## config.mk

```make
export PLATFORM = sky130hd
export DESIGN_NAME = softmax_feeder
export DESIGN_NICKNAME = d
export VERILOG_FILES = /design/src/rtl/softmax_feeder.sv
export SDC_FILE = /design/constraint.sdc
export NUM_CORES = 1
export LEC_CHECK = 0
export ABC_AREA = 1
export BUFFER_PORTS_ARGS = -buffer_cell sky130_fd_sc_hd__buf_2
export CAP_MARGIN = 20
export CORE_UTILIZATION = 30
export CTS_CLUSTER_DIAMETER = 40
export DETAILED_ROUTE_END_ITERATION = 8
export GPL_TIMING_DRIVEN = 1
export HOLD_SLACK_MARGIN = 0.12
export SYNTH_ARGS = -nofsm -noshare
export SYNTH_HDL_FRONTEND = slang
export SYNTH_SLANG_ARGS = --single-unit
```

## constraint.sdc

```tcl
create_clock -name clk -period 11.5 [get_ports clk]
set_clock_uncertainty 0.05 [all_clocks]
set_input_delay 0.575 -clock clk [delete_from_list [all_inputs] [get_ports clk]]
set_output_delay 0.575 -clock clk [all_outputs]
set_load 0.1 [all_outputs]
```

## src/rtl/softmax_feeder.sv

```systemverilog
// Streams a vector from the input memory through a 4-lane softmax engine in
// groups of four elements and writes each group's results to the output memory.
module softmax_feeder #(
    parameter int DWIDTH  = 32,
    parameter int AWIDTH  = 8,
    parameter int TIMEOUT = 15
) (
    input  logic                  clk,
    input  logic                  reset,
    input  logic                  go,
    input  logic [AWIDTH-1:0]     len,
    output logic                  busy,
    output logic                  finish,
    output logic                  err,
    output logic [AWIDTH-1:0]     rd_addr,
    input  logic [DWIDTH-1:0]     rd_data,
    output logic                  wr_en,
    output logic [AWIDTH-1:0]     wr_addr,
    output logic [DWIDTH-1:0]     wr_data,
    output logic                  sm_start,
    output logic [4*DWIDTH-1:0]   sm_inp,
    input  logic [4*DWIDTH-1:0]   sm_outp,
    input  logic                  sm_done,
    output logic [2:0]            dbg_state
);

    typedef enum logic [2:0] {
        IDLE, FETCH, START, WAIT, CAPTURE, WRITE, FIN
    } state_t;

    localparam int GW = AWIDTH - 2;
    localparam int CW = $clog2(TIMEOUT + 1);
    localparam logic [CW-1:0] TO_CNT = CW'(TIMEOUT);

    state_t              state, state_next;
    logic [2:0]          k;
    logic [GW-1:0]       g, g_last;
    logic [CW-1:0]       wait_cnt;
    logic [DWIDTH-1:0]   in_lane  [4];
    logic [DWIDTH-1:0]   out_lane [4];

    // Handshake: rd_addr in cycle t returns rd_data in t+1; sm_start is a
    // single-cycle pulse and sm_done is honoured only while in WAIT.
    always_ff @(posedge clk) begin
        if (reset) state <= IDLE;
        else       state <= state_next;
    end

    always_comb begin
        state_next = state;
        case (state)
            IDLE:    if (go) state_next = (len[AWIDTH-1:2] == '0) ? FIN : FETCH;
            FETCH:   if (k == 3'd4) state_next = START;
            START:   state_next = WAIT;
            WAIT: begin
                if (sm_done)                 state_next = CAPTURE;
                else if (wait_cnt == TO_CNT) state_next = FIN;
            end
            CAPTURE: state_next = WRITE;
            WRITE:   if (k == 3'd3) state_next = (g == g_last) ? FIN : FETCH;
            FIN:     state_next = IDLE;
            default: state_next = IDLE;
        endcase
    end

    always_ff @(posedge clk) begin
        if (reset) begin
            k        <= '0;
            g        <= '0;
            g_last   <= '0;
            wait_cnt <= '0;
            err      <= 1'b0;
            for (int i = 0; i < 4; i++) begin
                in_lane[i]  <= '0;
                out_lane[i] <= '0;
            end
        end else begin
            case (state)
                IDLE: begin
                    k <= '0;
                    if (go) begin
                        err    <= |len[1:0];
                        g      <= '0;
                        g_last <= len[AWIDTH-1:2] - GW'(1);
                    end
                end
                FETCH: begin
                    // Data for address k arrives one cycle later, so lane k-1 fills at step k.
                    if (k != 3'd0) in_lane[k[1:0] - 2'd1] <= rd_data;
                    k <= (k == 3'd4) ? 3'd0 : k + 3'd1;
                end
                START: wait_cnt <= CW'(1);
                WAIT: begin
                    wait_cnt <= wait_cnt + CW'(1);
                    if (!sm_done && wait_cnt == TO_CNT) err <= 1'b1;
                end
                CAPTURE: begin
                    k <= '0;
                    for (int i = 0; i < 4; i++)
                        out_lane[i] <= sm_outp[i*DWIDTH +: DWIDTH];
                end
                WRITE: begin
                    if (k == 3'd3) begin
                        k <= '0;
                        if (g != g_last) g <= g + GW'(1);
                    end else begin
                        k <= k + 3'd1;
                    end
                end
                default: k <= '0;
            endcase
        end
    end

    always_comb begin
        for (int i = 0; i < 4; i++)
            sm_inp[i*DWIDTH +: DWIDTH] = in_lane[i];
    end

    assign busy      = (state != IDLE);
    assign finish    = (state == FIN);
    assign sm_start  = (state == START);
    assign wr_en     = (state == WRITE);
    assign rd_addr   = (state == FETCH && k != 3'd4) ? {g, k[1:0]} : '0;
    assign wr_addr   = wr_en ? {g, k[1:0]} : '0;
    assign wr_data   = wr_en ? out_lane[k[1:0]] : '0;
    assign dbg_state = state;

endmodule

```

==> qor.log <==
qor: worst_setup_path.end_kind primary output
qor: worst_setup_path.worstRegToRegCells 10
qor: drt.post-route-drc-count 0
qor: global_routing.grt_pass1_vias 8876
qor: synthesis.synth_area_per_cell 10.1 um2
qor: clock_network.path_clk_slew 50 ps
qor: sta.worst_slack_setup_final 8070 ps
qor: run.maxCapViolCount 0
qor: sta.totalNegativeSetupSlack 0 ps
qor: worst_setup_path.cp.required 10880 ps
qor: synthesis.syn-cell-area 12100 um2
qor: synthesis.synth_async_sr_flop_share 0%
qor: place.place_worst_setup_slack 8100 ps
qor: global_routing.grt.overflow.total 0
qor: clock_network.cts-resized-gates 0
qor: synthesis.syn_inst 1201
qor: synthesis.post_synth_num_cell_types 32
qor: global_routing.grt_first_pass_wirelength 48300 um
qor: drt.detail_route.wl_per_cell 14.9 um
qor: worst_hold_path.hold_depth 2
qor: worst_setup_path.critical_path.max_fanout 65
qor: synthesis.synth-edff-count 256
qor: synthesis.ys.flop_type edfxtp_1
qor: sta.final_min_period_over_clock_period 29.9%
qor: finish.most-common-layout-cells nor2_1, buf_2, edfxtp_1, inv_1, o21ai_0
qor: synthesis.yosys.area_share.simple 17.2%
qor: pwr.power.ir.vdd_worst 111 uV
qor: worst_setup_path.worstPathCellList buf_4, clkinv_1, buf_4, o21ai_0, a21oi_1, buf_2
qor: clock_network.holdBufCountCts 0
qor: worst_setup_path.cp_data_arrival_time 2810 ps
qor: synthesis.synthDominantCellAreaShare 63.4%
qor: global_routing.global_route.usage.total 15.1%
qor: drt.drt_iter0_drc 533
qor: synthesis.post_synth_xor_area_fraction 0.433%
qor: floorplan.dieWidth 203 um
qor: worst_setup_path.cp_slowest_stage_delay 560 ps
qor: sta.hold-worst-slack 220 ps
qor: synthesis.synth_area_leaders edfxtp_1, nor2_1, inv_1
qor: sta.grt_setup_unrepaired false
qor: sta.post-route-min-period 3430 ps
qor: finish.antenna-diode-count 0
qor: finish.final_area 15800 um2
qor: status.status finished clean
qor: worst_setup_path.cpMostUsedCell buf_4
qor: clock_network.h-tree-depth 2
qor: synthesis.synth_compound_gate_area_share 5.47%
qor: synthesis.synth_mux_area_share 0%
qor: drt.firstDrtPassIters 5
qor: synthesis.synthesis.yosys.warnings 0
qor: finish.mostFrequentLayoutCell nor2_1
qor: clock_network.clk_latency 530 ps
qor: place.globalplace.congestion 0.862
qor: worst_setup_path.worstSetupPathType reg -> out
qor: sta.fmax_achieved 291 MHz
qor: sta.final-max-slew-violation-count 0
qor: clock_network.numCtsBuffers 41
qor: clock_network.clock_tree.root_cell clkbuf_16
qor: synthesis.yosys.area.top_type edfxtp_1
qor: floorplan.core_area 39800 um2
qor: pwr.power_leakage 7.42 nW
qor: synthesis.post_synth_fa_ha_maj_area_fraction 0.825%
qor: place.postPlaceCellArea 14400 um2
qor: drt.route.detailed.vias_per_inst 4.44
qor: floorplan.num_io_pins 356
qor: finish.fillCellCount 3963
qor: worst_setup_path.critical_path.startpoint_type flop
qor: clock_network.post_cts_buffers 0
qor: finish.synthToLayoutAreaGrowth 30.3%
qor: place.port-buffer-count 355
qor: sta.tightest_slew 936 ps
qor: sta.setup_viol 0
qor: worst_hold_path.timing.hold.worst.class in -> reg
qor: worst_setup_path.crit_path_top_delay_cell buf_4
qor: pwr.power_density 199 nW/um2
qor: floorplan.floorplan.rows 73
qor: synthesis.main_combinational_cell_family_by_area_after_synthesis simple AND/OR/NAND/NOR gates
qor: clock_network.cts_sinks 281
qor: global_routing.initial_antenna_violation_count 3
qor: drt.vias 9373
qor: sta.final_hold_viol_count 0
qor: floorplan.die_y 203 um
qor: synthesis.synth_sequential_area_ratio 67.5%
qor: drt.routed_wire_length 31600 um
qor: global_routing.grt_start_max_net_pins 69
qor: floorplan.die_footprint 41200 um2
qor: finish.final_net_count 1736
qor: clock_network.tritoncts_clock_tree done
qor: place.dp_hpwl 21900 um
qor: drt.ant_nets 0
qor: synthesis.number_of_nets_produced_by_synthesis 1381
qor: synthesis.postSynthRegisterBits 281
qor: clock_network.cts.path.max_buffers 3
qor: finish.drive_above_1_share 28.5%
qor: sta.max_slew_margin 37.6%
qor: floorplan.initial_core_util 30.5%
[cell families (layout without fill, tap and decap cells)]
family | count (synthesis) | in the layout
AND/OR/NAND/NOR | 523 | 523
flip-flops | 281 | 281
buffers and inverters | 253 | 640
AO/OA/AOI/OAI | 130 | 130
adder cells (fa/ha/maj) | 8 | 8
XOR/XNOR | 6 | 6
[flip-flops by register name (all words and copies together) (netlist names), named ones only]
| name | count |
|---|---|
| dbg_state | 3 |
| err | 1 |
| g | 6 |
| g_last | 6 |
| in_lane | 128 |
| k | 3 |
| out_lane | 128 |
| wait_cnt | 4 |
[worst paths after layout]
check,start,endpoint,slack [ps]
max,flop,wr_data[20],8070
min,len[2],g_last[0],220
max reg2reg,k[0],in_lane[0][6],8450
min reg2reg,err,err,440
[cell type report]
| type | count | area (um2) | area share (%) |
|---|---|---|---|
| inverter | 199 | 747 | 4.73 |
| multi-input combinational | 667 | 2940 | 18.6 |
| timing repair buffer | 366 | 1890 | 12.0 |
| clock buffer | 50 | 1100 | 6.98 |
| clock inverter | 25 | 274 | 1.73 |
| tap | 525 | 657 | 4.16 |
| sequential | 281 | 8190 | 51.8 |
[power by group]
group / total (W) / internal, W / switching [W]
sequential: 0.00122 / 0.00119 / 0.0000291
combinational: 0.000680 / 0.000130 / 0.000550
clock: 0.00125 / 0.000783 / 0.000468
[cell usage after synthesis, types with 2 or more instances]
master	count
buf_1	4
clkinv_1	2
inv_1	192
ha_1	8
nand2_1	61
nand4_1	7
xor2_1	5
inv_2	5
nor2_4	4
edfxtp_1	256
nor2_1	419
dfxtp_1	25
buf_6	9
nand3_1	13
a21oi_1	52
o21ai_0	73
nand2_2	3
buf_2	15
clkbuf_1	26
nand2_4	2
nor3_1	9
[per-stage QoR]
| step | util (%) | total power (W) | std cells |
|---|---|---|---|
| final | 39.7 | 0.00315 | 2113 |
| after global routing | 39.7 | 0.00328 | 2113 |
| after floorplan | - | 0.00174 | 1201 |
| after global placement | 36.1 | 0.00192 | 2036 |
| after CTS | 39.6 | 0.00318 | 2112 |
| after detailed placement | 36.2 | 0.00192 | 2037 |
[routing by layer]
layer | GRT usage, % | vias to the layer above | part of all wire [%]
li1 | - | 4552 | -
met1 | 19.6 | 4323 | 43
met2 | 24.3 | 445 | 46
met3 | 4.67 | 47 | 9.8
met4 | 3.97 | 6 | 1.6
met5 | 0 | - | 0.076
[critical path, delay by kind of cell (launching register included)]
family | cells | cell delay [ps]
buffers and inverters | 4 | 1360
flip-flops | 1 | 310
AO/OA/AOI/OAI | 2 | 560
(Power assumes the default switching activity.)
